$ cat config.mk
export PLATFORM = sky130hd
export DESIGN_NAME = jt51_lfo_unit
export DESIGN_NICKNAME = d
export VERILOG_FILES = /design/src/rtl/jt51_lfo_pkg.sv /design/src/rtl/jt51_lfo_mul.sv /design/src/rtl/jt51_lfo_unit.sv
export SDC_FILE = /design/constraint.sdc
export NUM_CORES = 1
export LEC_CHECK = 0
export CORE_MARGIN = 10
export CORE_UTILIZATION = 55
export DETAILED_ROUTE_END_ITERATION = 12
export PLACE_DENSITY = 0.71
export SETUP_SLACK_MARGIN = 0.05
export SLEW_MARGIN = 20
export SYNTH_ARGS = -nofsm -noshare
export SYNTH_HDL_FRONTEND = slang
export SYNTH_SLANG_ARGS = --single-unit
$ cat constraint.sdc
create_clock -name clk -period 5.55 [get_ports clk]
set_input_delay 1.11 -clock clk [delete_from_list [all_inputs] [get_ports clk]]
set_output_delay 1.11 -clock clk [all_outputs]
set_load 0.005 [all_outputs]
$ cat src/rtl/jt51_lfo_pkg.sv
// Shared definitions for the JT51 LFO: waveform codes, LFSR seed/taps and the
// waveform shaper that turns the phase or noise byte into raw AM/PM values.
package jt51_lfo_pkg;

  typedef enum logic [1:0] {
    LFO_SAW = 2'd0,
    LFO_SQR = 2'd1,
    LFO_TRI = 2'd2,
    LFO_NOI = 2'd3
  } lfo_wave_e;

  localparam logic [14:0] LFO_SEED    = 15'h7FFF;
  localparam int          LFSR_TAP_HI = 14;  // x^15
  localparam int          LFSR_TAP_LO = 13;  // x^14

  typedef struct packed {
    logic [7:0] am;    // unsigned AM attenuation before depth scaling
    logic       sign;  // PM direction, 1 = subtract
    logic [6:0] mag;   // PM magnitude before depth scaling
  } lfo_raw_t;

  function automatic lfo_raw_t lfo_shape(input logic [1:0] w,
                                         input logic [7:0] ph,
                                         input logic [7:0] nb);
    lfo_raw_t r;
    r = '0;
    case (lfo_wave_e'(w))
      LFO_SAW: begin
        r.am   = ~ph;
        r.sign = ph[7];
        r.mag  = ph[6:0];
      end
      LFO_SQR: begin
        r.am   = ph[7] ? 8'h00 : 8'hFF;
        r.sign = ph[7];
        r.mag  = 7'h7F;
      end
      LFO_TRI: begin
        // 255-2x and 127-2k are plain inversions of the doubled value
        r.am   = ph[7] ? {ph[6:0], 1'b1} : ~{ph[6:0], 1'b0};
        r.sign = ph[7];
        r.mag  = ph[6] ? ~{ph[5:0], 1'b0} : {ph[5:0], 1'b0};
      end
      LFO_NOI: begin
        r.am   = nb;
        r.sign = nb[7];
        r.mag  = nb[6:0];
      end
    endcase
    return r;
  endfunction

endpackage

$ cat src/rtl/jt51_lfo_mul.sv
// Serial shift-add multiplier: one multiplier bit per cen cycle, result
// (a*b)>>BW is valid on the cycle o_done is high. A new start restarts it.
module jt51_lfo_mul #(
  parameter int AW = 8,
  parameter int BW = 7
) (
  input  logic          clk,
  input  logic          rst,
  input  logic          i_cen,
  input  logic          i_start,
  input  logic [AW-1:0] i_a,
  input  logic [BW-1:0] i_b,
  output logic          o_done,
  output logic [AW-1:0] o_prod
);

  localparam int PW = AW + BW;
  localparam int CW = $clog2(BW + 1);

  logic [PW-1:0] r_a;
  logic [BW-1:0] r_b;
  logic [PW-1:0] r_acc;
  logic [CW-1:0] r_cnt;
  logic          r_busy;

  // NOTE: sequential state uses non-blocking assignments only, so every
  // register in this block samples the pre-edge values of its neighbours.
  always_ff @(posedge clk or posedge rst) begin
    if (rst) begin
      r_a    <= '0;
      r_b    <= '0;
      r_acc  <= '0;
      r_cnt  <= '0;
      r_busy <= 1'b0;
    end else if (i_cen) begin
      if (i_start) begin
        r_a    <= PW'(i_a);
        r_b    <= i_b;
        r_acc  <= '0;
        r_cnt  <= '0;
        r_busy <= 1'b1;
      end else if (r_busy) begin
        if (r_cnt == CW'(BW)) begin
          r_busy <= 1'b0;
        end else begin
          if (r_b[0]) r_acc <= r_acc + r_a;
          r_a   <= r_a << 1;
          r_b   <= r_b >> 1;
          r_cnt <= r_cnt + 1'b1;
        end
      end
    end
  end

  assign o_done = i_cen & r_busy & ~i_start & (r_cnt == CW'(BW));
  assign o_prod = r_acc[PW-1:BW];

endmodule

$ cat src/rtl/jt51_lfo_unit.sv
// JT51 LFO: exponent/mantissa rate divider, 8-bit phase, 15-bit noise LFSR and
// waveform shaping, with depth scaling by two serial multipliers.
module jt51_lfo_unit
  import jt51_lfo_pkg::*;
#(
  parameter logic [14:0] SEED = LFO_SEED,
  parameter int          DIVW = 15
) (
  input  logic       clk,
  input  logic       rst,
  input  logic       i_cen,
  input  logic       i_zero,
  input  logic       i_lfo_rst,
  input  logic [7:0] i_lfo_freq,
  input  logic [1:0] i_lfo_w,
  input  logic [6:0] i_lfo_amd,
  input  logic [6:0] i_lfo_pmd,
  output logic [7:0] o_am,
  output logic [7:0] o_pm
);

  logic [4:0]      r_frac;
  logic [DIVW-1:0] r_div;
  logic [7:0]      r_ph;
  logic [7:0]      r_nb;
  logic [14:0]     r_lfsr;
  logic            r_sign;
  logic [7:0]      r_am;
  logic [7:0]      r_pm;

  logic            w_s;
  logic [3:0]      w_e;
  logic [5:0]      w_sum;
  logic            w_carry;
  logic [DIVW-1:0] w_mask;
  logic            w_step;
  logic            w_fb;
  lfo_raw_t        w_raw;
  logic            w_am_done;
  logic            w_pm_done;
  logic [7:0]      w_am_prod;
  logic [6:0]      w_pmag;

  assign w_s     = i_cen & i_zero;
  assign w_e     = i_lfo_freq[7:4];
  assign w_sum   = {1'b0, r_frac} + {2'b01, i_lfo_freq[3:0]};
  assign w_carry = w_sum[5];

  // NOTE: every always_comb output gets a value on every path (here by the
  // full loop) so no latch can be inferred.
  always_comb begin
    for (int j = 0; j < DIVW; j++) w_mask[j] = (j < DIVW - int'(w_e));
  end

  // Step once the low (DIVW-e) divider bits are all ones; e=15 leaves no bits
  assign w_step = w_carry & ((r_div & w_mask) == w_mask) & ~i_lfo_rst;
  assign w_fb   = r_lfsr[LFSR_TAP_HI] ^ r_lfsr[LFSR_TAP_LO];
  assign w_raw  = lfo_shape(i_lfo_w, r_ph, r_nb);

  always_ff @(posedge clk or posedge rst) begin
    if (rst) begin
      r_frac <= '0;
      r_div  <= '0;
      r_ph   <= '0;
      r_nb   <= '0;
      r_lfsr <= SEED;
      r_sign <= 1'b0;
    end else if (w_s) begin
      r_lfsr <= {r_lfsr[13:0], w_fb};
      r_sign <= w_raw.sign;
      if (i_lfo_rst) begin
        r_frac <= '0;
        r_div  <= '0;
        r_ph   <= '0;
      end else begin
        r_frac <= w_sum[4:0];
        if (w_carry) r_div <= r_div + 1'b1;
        if (w_step) begin
          r_ph <= r_ph + 1'b1;
          r_nb <= r_lfsr[7:0];
        end
      end
    end
  end

  jt51_lfo_mul #(.AW(8), .BW(7)) u_am_mul (
    .clk     (clk),
    .rst     (rst),
    .i_cen   (i_cen),
    .i_start (w_s),
    .i_a     (w_raw.am),
    .i_b     (i_lfo_amd),
    .o_done  (w_am_done),
    .o_prod  (w_am_prod)
  );

  jt51_lfo_mul #(.AW(7), .BW(7)) u_pm_mul (
    .clk     (clk),
    .rst     (rst),
    .i_cen   (i_cen),
    .i_start (w_s),
    .i_a     (w_raw.mag),
    .i_b     (i_lfo_pmd),
    .o_done  (w_pm_done),
    .o_prod  (w_pmag)
  );

  // Outputs move only when a multiply finishes; a zero magnitude drops the sign
  always_ff @(posedge clk or posedge rst) begin
    if (rst) begin
      r_am <= '0;
      r_pm <= '0;
    end else begin
      if (w_am_done) r_am <= w_am_prod;
      if (w_pm_done) r_pm <= {r_sign & (|w_pmag), w_pmag};
    end
  end

  assign o_am = r_am;
  assign o_pm = r_pm;

endmodule

==> impl_metrics.json, run 1 <==
{
  "track_usage_pct": 18.43,
  "synth_most_common_cell": "nand2_1",
  "cap_violations": 0,
  "io_buffers": 44,
  "worst-setup-path-type": "in2reg",
  "ios": 45,
  "row_count": 44,
  "die_h_um": 142.0,
  "hold_violations": 0,
  "numCtsBuffers": 17,
  "crit_family": "buffers and inverters",
  "dp_slack_ns": 1.575,
  "endpoint_kind": "register",
  "antenna_found_initial": 0,
  "n_antenna_cell": 0,
  "r2r-start": "u_am_mul.r_a[0]",
  "syn2layout_area_growth_pct": 13.17,
  "synth-edff-count": 0,
  "final_util_pct": 63.52,
  "overflow": 0,
  "top_layer_used": "met4",
  "wl_per_cell_um": 17.23,
  "synthSimpleGateAreaFrac_pct": 15.80,
  "synth_common_cells": "147 x nand2_1, 133 x dfrtp_1, 61 x a21oi_1, 51 x o21ai_0, 45 x nor2_1",
  "yosys_warnings": 0,
  "drtIter0Drc": 420,
  "yosysUniqueCellTypes": 69,
  "holdBufCountCts": 0,
  "root_buffer": "clkbuf_16",
  "wl_met1_um": 8491,
  "clk_latency_ns": 0.42,
  "maxSlewViolCount": 0,
  "viasPerCell": 6.043,
  "synth_top_family_by_area": "compound AO/OA/AOI/OAI gates",
  "nNetsFinal": 941,
  "totalNegativeSetupSlack_ns": 0,
  "rr_endpoint": "u_am_mul.r_acc[12]",
  "synth_ff_type": "dfrtp_1",
  "cp_max_fo": 20,
  "synth_top_area_share_pct": 40.64,
  "synth_top_area_cell": "dfrtp_1",
  "dr_wl_met3_um": 665,
  "syn_area_um2": 8189,
  "cts_resized": 0,
  "cp_cell_sequence": "clkdlybuf4s50_1, nand4_1, o211ai_1, buf_4, nor2b_1, o211a_1, mux2_2",
  "synth_adder_area_share_pct": 6.539,
  "hold_end": "r_lfsr[11]",
  "ys_ff_latch": 148,
  "tightest_slew_ns": 0.8732,
  "status": "finished clean",
  "netlist_instances": 850,
  "hold_class": "reg2reg",
  "synth-xor-area-share_pct": 3.743,
  "power.density_nw_per_um2": 337.6,
  "synthMuxAreaShare_pct": 4.767,
  "clk_pin_slew_worst_paths_ns": 0.06,
  "setup_viol": 0,
  "critPathBufInv": 2,
  "cts_setup_buffers": 0,
  "fin_crit_sh_pct": 64.31,
  "grt_pass1_vias": 6364,
  "wl_met2_um": 8986,
  "layout-drive-gt1-share_pct": 10.18,
  "drcViolationCount": 0,
  "arrival_ns": 3.88,
  "die-area_um2": 20170,
  "die_w_um": 142.0,
  "reg2reg_depth": 8,
  "hp-start": "r_lfsr[10]",
  "r2r_slack_ns": 2.85,
  "synth_nets": 920,
  "vias": 6454,
  "cts_max_level": 4,
  "cts_buffer_depth": 2,
  "instances_no_fill": 1068,
  "grt_max_degree": 115,
  "clock-sinks": 148,
  "setup_slack_ns": 1.981,
  "dpl.hpwl_um": 12750,
  "max_freq_mhz": 280.2,
  "cp.required_ns": 5.86,
  "async_reset_ff_share_pct": 100.0,
  "firstDrtPassIters": 6,
  "finalCriticalPeriod_ns": 3.569,
  "synth_compound_area_share_pct": 20.09,
  "grt_pass1_wl_um": 30870,
  "critical-path-slowest-cell": "clkdlybuf4s50_1",
  "holdPathStages": 2,
  "ys_seq_area_share_pct": 45.45,
  "placed_cells_incl_taps": 1036,
  "p_leak_nw": 4.314,
  "synth.area.top_cells": "dfrtp_1 41%, nand2_1 6.7%, ha_1 5.8%, dfstp_2 4.8%, a22o_1 3.7%",
  "synth_area_per_cell_um2": 9.634,
  "max_stage_delay_ns": 0.95,
  "slew-limit-headroom_pct": 40.28,
  "wl_um": 18400,
  "start_util_pct": 56.13,
  "ir_drop_v": 0.0002285,
  "gp_congestion": 0.9149,
  "coreArea_um2": 14590,
  "finClkSkew_ns": 0.009272,
  "rsz0062_at_grt": "no",
  "cts_tree": "built",
  "start_kind": "input pin",
  "finalPower_mw": 3.129,
  "ant_nets": 0
}
==> worst register-to-register path, stage by stage, from the launching register on <==
cell	delay (ns)
dfrtp_1	0.42
ha_1	0.24
fa_1	0.46
a211oi_2	0.27
o21ai_0	0.19
and3_1	0.25
o31ai_1	0.38
nor4_1	0.10
a211o_1	0.29
==> through the flow <==
| stage | cell area, um^2 | hold slack [ns] |
|---|---|---|
| after floorplan | 8189 | 0.4346 |
| after global placement | 8681 | 0.4401 |
| after detailed placement | 8681 | 0.4505 |
| after CTS | 9258 | 0.4610 |
| after global routing | 9268 | 0.4636 |
| final | 9268 | 0.4579 |
==> state kept, by name (all words and copies together), names as in the netlist, 8 cells and up <==
signal          cells
o_pm                8
u_am_mul.r_a       15
r_lfsr             15
o_am                8
r_div              15
u_pm_mul.r_acc     14
r_nb                8
r_ph                8
u_am_mul.r_acc     15
u_pm_mul.r_a       14
==> cells by family after synthesis <==
logic type,Yosys count
buffers and inverters,64
xor gates and xnor gates,35
DFF,148
adders and majority gates,41
and+or+nand+nor,283
AOI/OAI and AO/OA,243
muxes,36
==> final cells by class <==
cell class / count / area [um^2]
Fill cell: 1191 / 5321
Multi-Input combinational cell: 638 / 4185
Sequential cell: 148 / 3722
Clock buffer: 28 / 506.7
Timing Repair Buffer: 50 / 485.5
Tap cell: 184 / 230.2
Clock inverter: 4 / 70.07
Inverter: 16 / 67.56
==> how the worst max path moves through the flow <==
| stage | start | end | slack (ns) | depth (start not counted) |
|---|---|---|---|---|
| 2_1_floorplan | rst | o_am[0] | 0.49 | 1 |
| 3_3_place_gp | i_cen | r_nb[0] | 1.69 | 7 |
| 3_5_place_dp | i_cen | r_nb[7] | 1.58 | 7 |
| 4_1_cts | i_cen | r_nb[3] | 2.03 | 7 |
| 5_1_grt | i_cen | r_nb[7] | 1.84 | 7 |
| 6_report | i_cen | r_nb[7] | 1.98 | 7 |
==> cells in the final DEF (no fill, tap or decap), types with 3 or more instances in the layout <==
cell | synthesis | routed
nand2_1 | 147 | 146
dfrtp_1 | 133 | 133
a21oi_1 | 61 | 61
o21ai_0 | 51 | 50
nor2_1 | 45 | 45
clkdlybuf4s50_1 | 0 | 44
ha_1 | 38 | 38
a22o_1 | 35 | 35
mux2_2 | 24 | 24
xor2_1 | 18 | 18
xnor2_1 | 17 | 17
clkbuf_16 | 0 | 17
inv_1 | 16 | 15
a211oi_1 | 15 | 15
dfstp_2 | 15 | 15
nand3_1 | 14 | 14
and3_1 | 14 | 14
mux2i_1 | 12 | 12
nor3_1 | 12 | 12
nand2b_1 | 10 | 10
a31oi_1 | 10 | 10
o21bai_1 | 9 | 9
o21ai_1 | 7 | 7
a21o_1 | 7 | 7
clkbuf_1 | 36 | 7
nor4_1 | 6 | 6
buf_4 | 1 | 6
nor2b_1 | 5 | 5
o21a_1 | 5 | 5
nand4_1 | 5 | 5
o211a_1 | 5 | 5
o221ai_1 | 4 | 4
o211ai_1 | 4 | 4
a221o_1 | 4 | 4
clkbuf_8 | 1 | 4
and2_1 | 3 | 3
or2_2 | 3 | 3
a211o_1 | 3 | 3
o41ai_1 | 3 | 3
fa_1 | 3 | 3
==> power breakdown <==
group          switching, mW  internal [mW]  total, mW
Sequential             0.104           1.21       1.32
Clock                  0.419          0.709       1.13
Combinational          0.391          0.292      0.683
Total                  0.914           2.22       3.13
==> layer usage <==
metal  global-route usage [%]  vias to the layer above
li1                         -                     3106
met3                    4.606                       27
met5                        0                        -
met4                    7.585                        0
met1                    23.57                     3206
met2                    29.20                      115
No activity file was read; power rests on OpenSTA's default activity.
==> run 2: changes to the inputs <==
==> constraint.sdc (replaced) <==
create_clock -name clk -period 3.49 [get_ports clk]
set_input_delay 0.698 -clock clk [delete_from_list [all_inputs] [get_ports clk]]
set_output_delay 0.698 -clock clk [all_outputs]
set_load 0.005 [all_outputs]
==> run 2 against run 1 <==
- clock power grew 69%
- power grew 63%
- flip-flop and latch count is the same
- combinational power grew 61%
- cell area grew 1.4%
- hold slack gained 0.00059 ns
- die area is the same
- critical path type unchanged
- largest cell class unchanged
- highest routed layer unchanged
==> impl_metrics.json, run 2 (synthesized netlist as in run 1, its figures left out) <==
{
  "maxSlewViolCount": 0,
  "power.density_nw_per_um2": 543.0,
  "dpl.hpwl_um": 12910,
  "setup_slack_ns": 0.8167,
  "nNetsFinal": 952,
  "holdBufCountCts": 0,
  "critPathBufInv": 2,
  "viasPerCell": 5.962,
  "syn2layout_area_growth_pct": 14.73,
  "tightest_slew_ns": 0.8398,
  "wl_um": 18620,
  "overflow": 0,
  "fillers": 1193,
  "firstDrtPassIters": 5,
  "r2r_slack_ns": 0.90,
  "setup_viol": 0,
  "worst-setup-path-type": "in2reg",
  "antenna_found_initial": 0,
  "cts_max_level": 4,
  "cp.required_ns": 3.80,
  "grt_util_met1_pct": 24.17,
  "finalCriticalPeriod_ns": 2.673,
  "row_count": 44,
  "wl_per_cell_um": 17.26,
  "numCtsBuffers": 17,
  "grt_pass1_wl_um": 31350,
  "cap_violations": 0,
  "grtUsageMet3_pct": 4.239,
  "cts_resized": 0,
  "max_freq_mhz": 374.1,
  "whs_ns": 0.4585,
  "cp.depth": 7,
  "coreArea_um2": 14590,
  "cp_max_fo": 20,
  "final_common_cell": "nand2_1",
  "cts_setup_buffers": 0,
  "finalPower_mw": 5.102,
  "hold_violations": 0,
  "fin_crit_sh_pct": 76.60,
  "rsz0062_at_grt": "no",
  "reg2reg_depth": 8,
  "die_h_um": 142.0,
  "clk_latency_ns": 0.43,
  "endpoint_kind": "register",
  "cts_tree": "built",
  "p_leak_nw": 4.371,
  "final_cell_mix": "146 x nand2_1, 133 x dfrtp_1, 61 x a21oi_1, 50 x o21ai_0, 45 x nor2_1",
  "holdPathStages": 2,
  "status": "finished clean",
  "grt_max_degree": 149,
  "hold_class": "reg2reg",
  "ir_drop_v": 0.0003779,
  "track_usage_pct": 18.68,
  "die_w_um": 142.0,
  "use_met2_pct": 30.80,
  "io_buffers": 44,
  "r2r-start": "u_am_mul.r_a[0]",
  "hold_end": "r_lfsr[8]",
  "finClkSkew_ns": 0.01002,
  "ios": 45,
  "gp_congestion": 0.9084,
  "arrival_ns": 2.98,
  "vias": 6433,
  "ant_nets": 0,
  "final_util_pct": 64.40,
  "n_antenna_cell": 0,
  "grt.busiest_layer": "met2",
  "totalNegativeSetupSlack_ns": 0,
  "clk_pin_slew_worst_paths_ns": 0.06,
  "root_buffer": "clkbuf_16",
  "rr_endpoint": "u_am_mul.r_acc[12]",
  "die-area_um2": 20170,
  "start_kind": "input pin",
  "layout-drive-gt1-share_pct": 11.96,
  "crit_family": "buffers and inverters",
  "grt_pass1_vias": 6380,
  "clock-sinks": 148,
  "drtIter0Drc": 563,
  "cp_cell_sequence": "clkdlybuf4s50_1, nand4_1, o211ai_1, nor2b_1, o211a_1, buf_4, mux2_2",
  "critical-path-slowest-cell": "clkdlybuf4s50_1",
  "dp_slack_ns": 0.4155,
  "slew-limit-headroom_pct": 44.01,
  "drcViolationCount": 0,
  "start_util_pct": 56.13,
  "cts_buffer_depth": 2,
  "max_stage_delay_ns": 0.83,
  "hp-start": "r_lfsr[8]"
}
==> run 2: worst max path at each step <==
stage / from / to / slack [ns]
after floorplan: rst / o_am[0] / 0.94
after global placement: i_cen / r_nb[7] / 0.49
after detailed placement: i_cen / r_nb[6] / 0.42
after CTS: i_cen / r_nb[6] / 0.84
after global routing: i_cen / r_nb[6] / 0.66
final: i_cen / r_nb[6] / 0.82
==> run 2: per-stage QoR <==
stage	cell area, um^2	cells
global placement	8775	1047
CTS	9395	1079
detailed placement	8775	1047
floorplan	8193	850
finish	9395	1079
global route	9395	1079
==> run 2: layout make-up <==
cell class              instances  area, um^2  share of cell area, %
clock buffers                  21       470.5                  5.007
well taps                     184       230.2                  2.450
repair buffers                 61       580.6                  6.179
inverters                      16       63.81                 0.6792
multi-input cells             638        4178                  44.47
flip-flops and latches        148        3722                  39.62
clock inverters                11       150.1                  1.598
==> run 2: metal layers <==
metal	wire, um	vias to the layer above
met5	0	-
met4	205	0
met3	710	23
met2	9150	117
met1	8554	3160
li1	-	3133
==> run 2: worst min-delay path, delay by kind of cell, from the launching register on <==
family           cells  cell delay [ns]
AND/OR/NAND/NOR      2             0.09
flip-flops           1             0.37
==> run 2: where the power goes <==
group	leakage (nW)	switching (mW)	internal, mW
combinational	2.15	0.622	0.474
clock	0.288	0.723	1.18
sequential	1.93	0.169	1.93
total	4.37	1.51	3.59
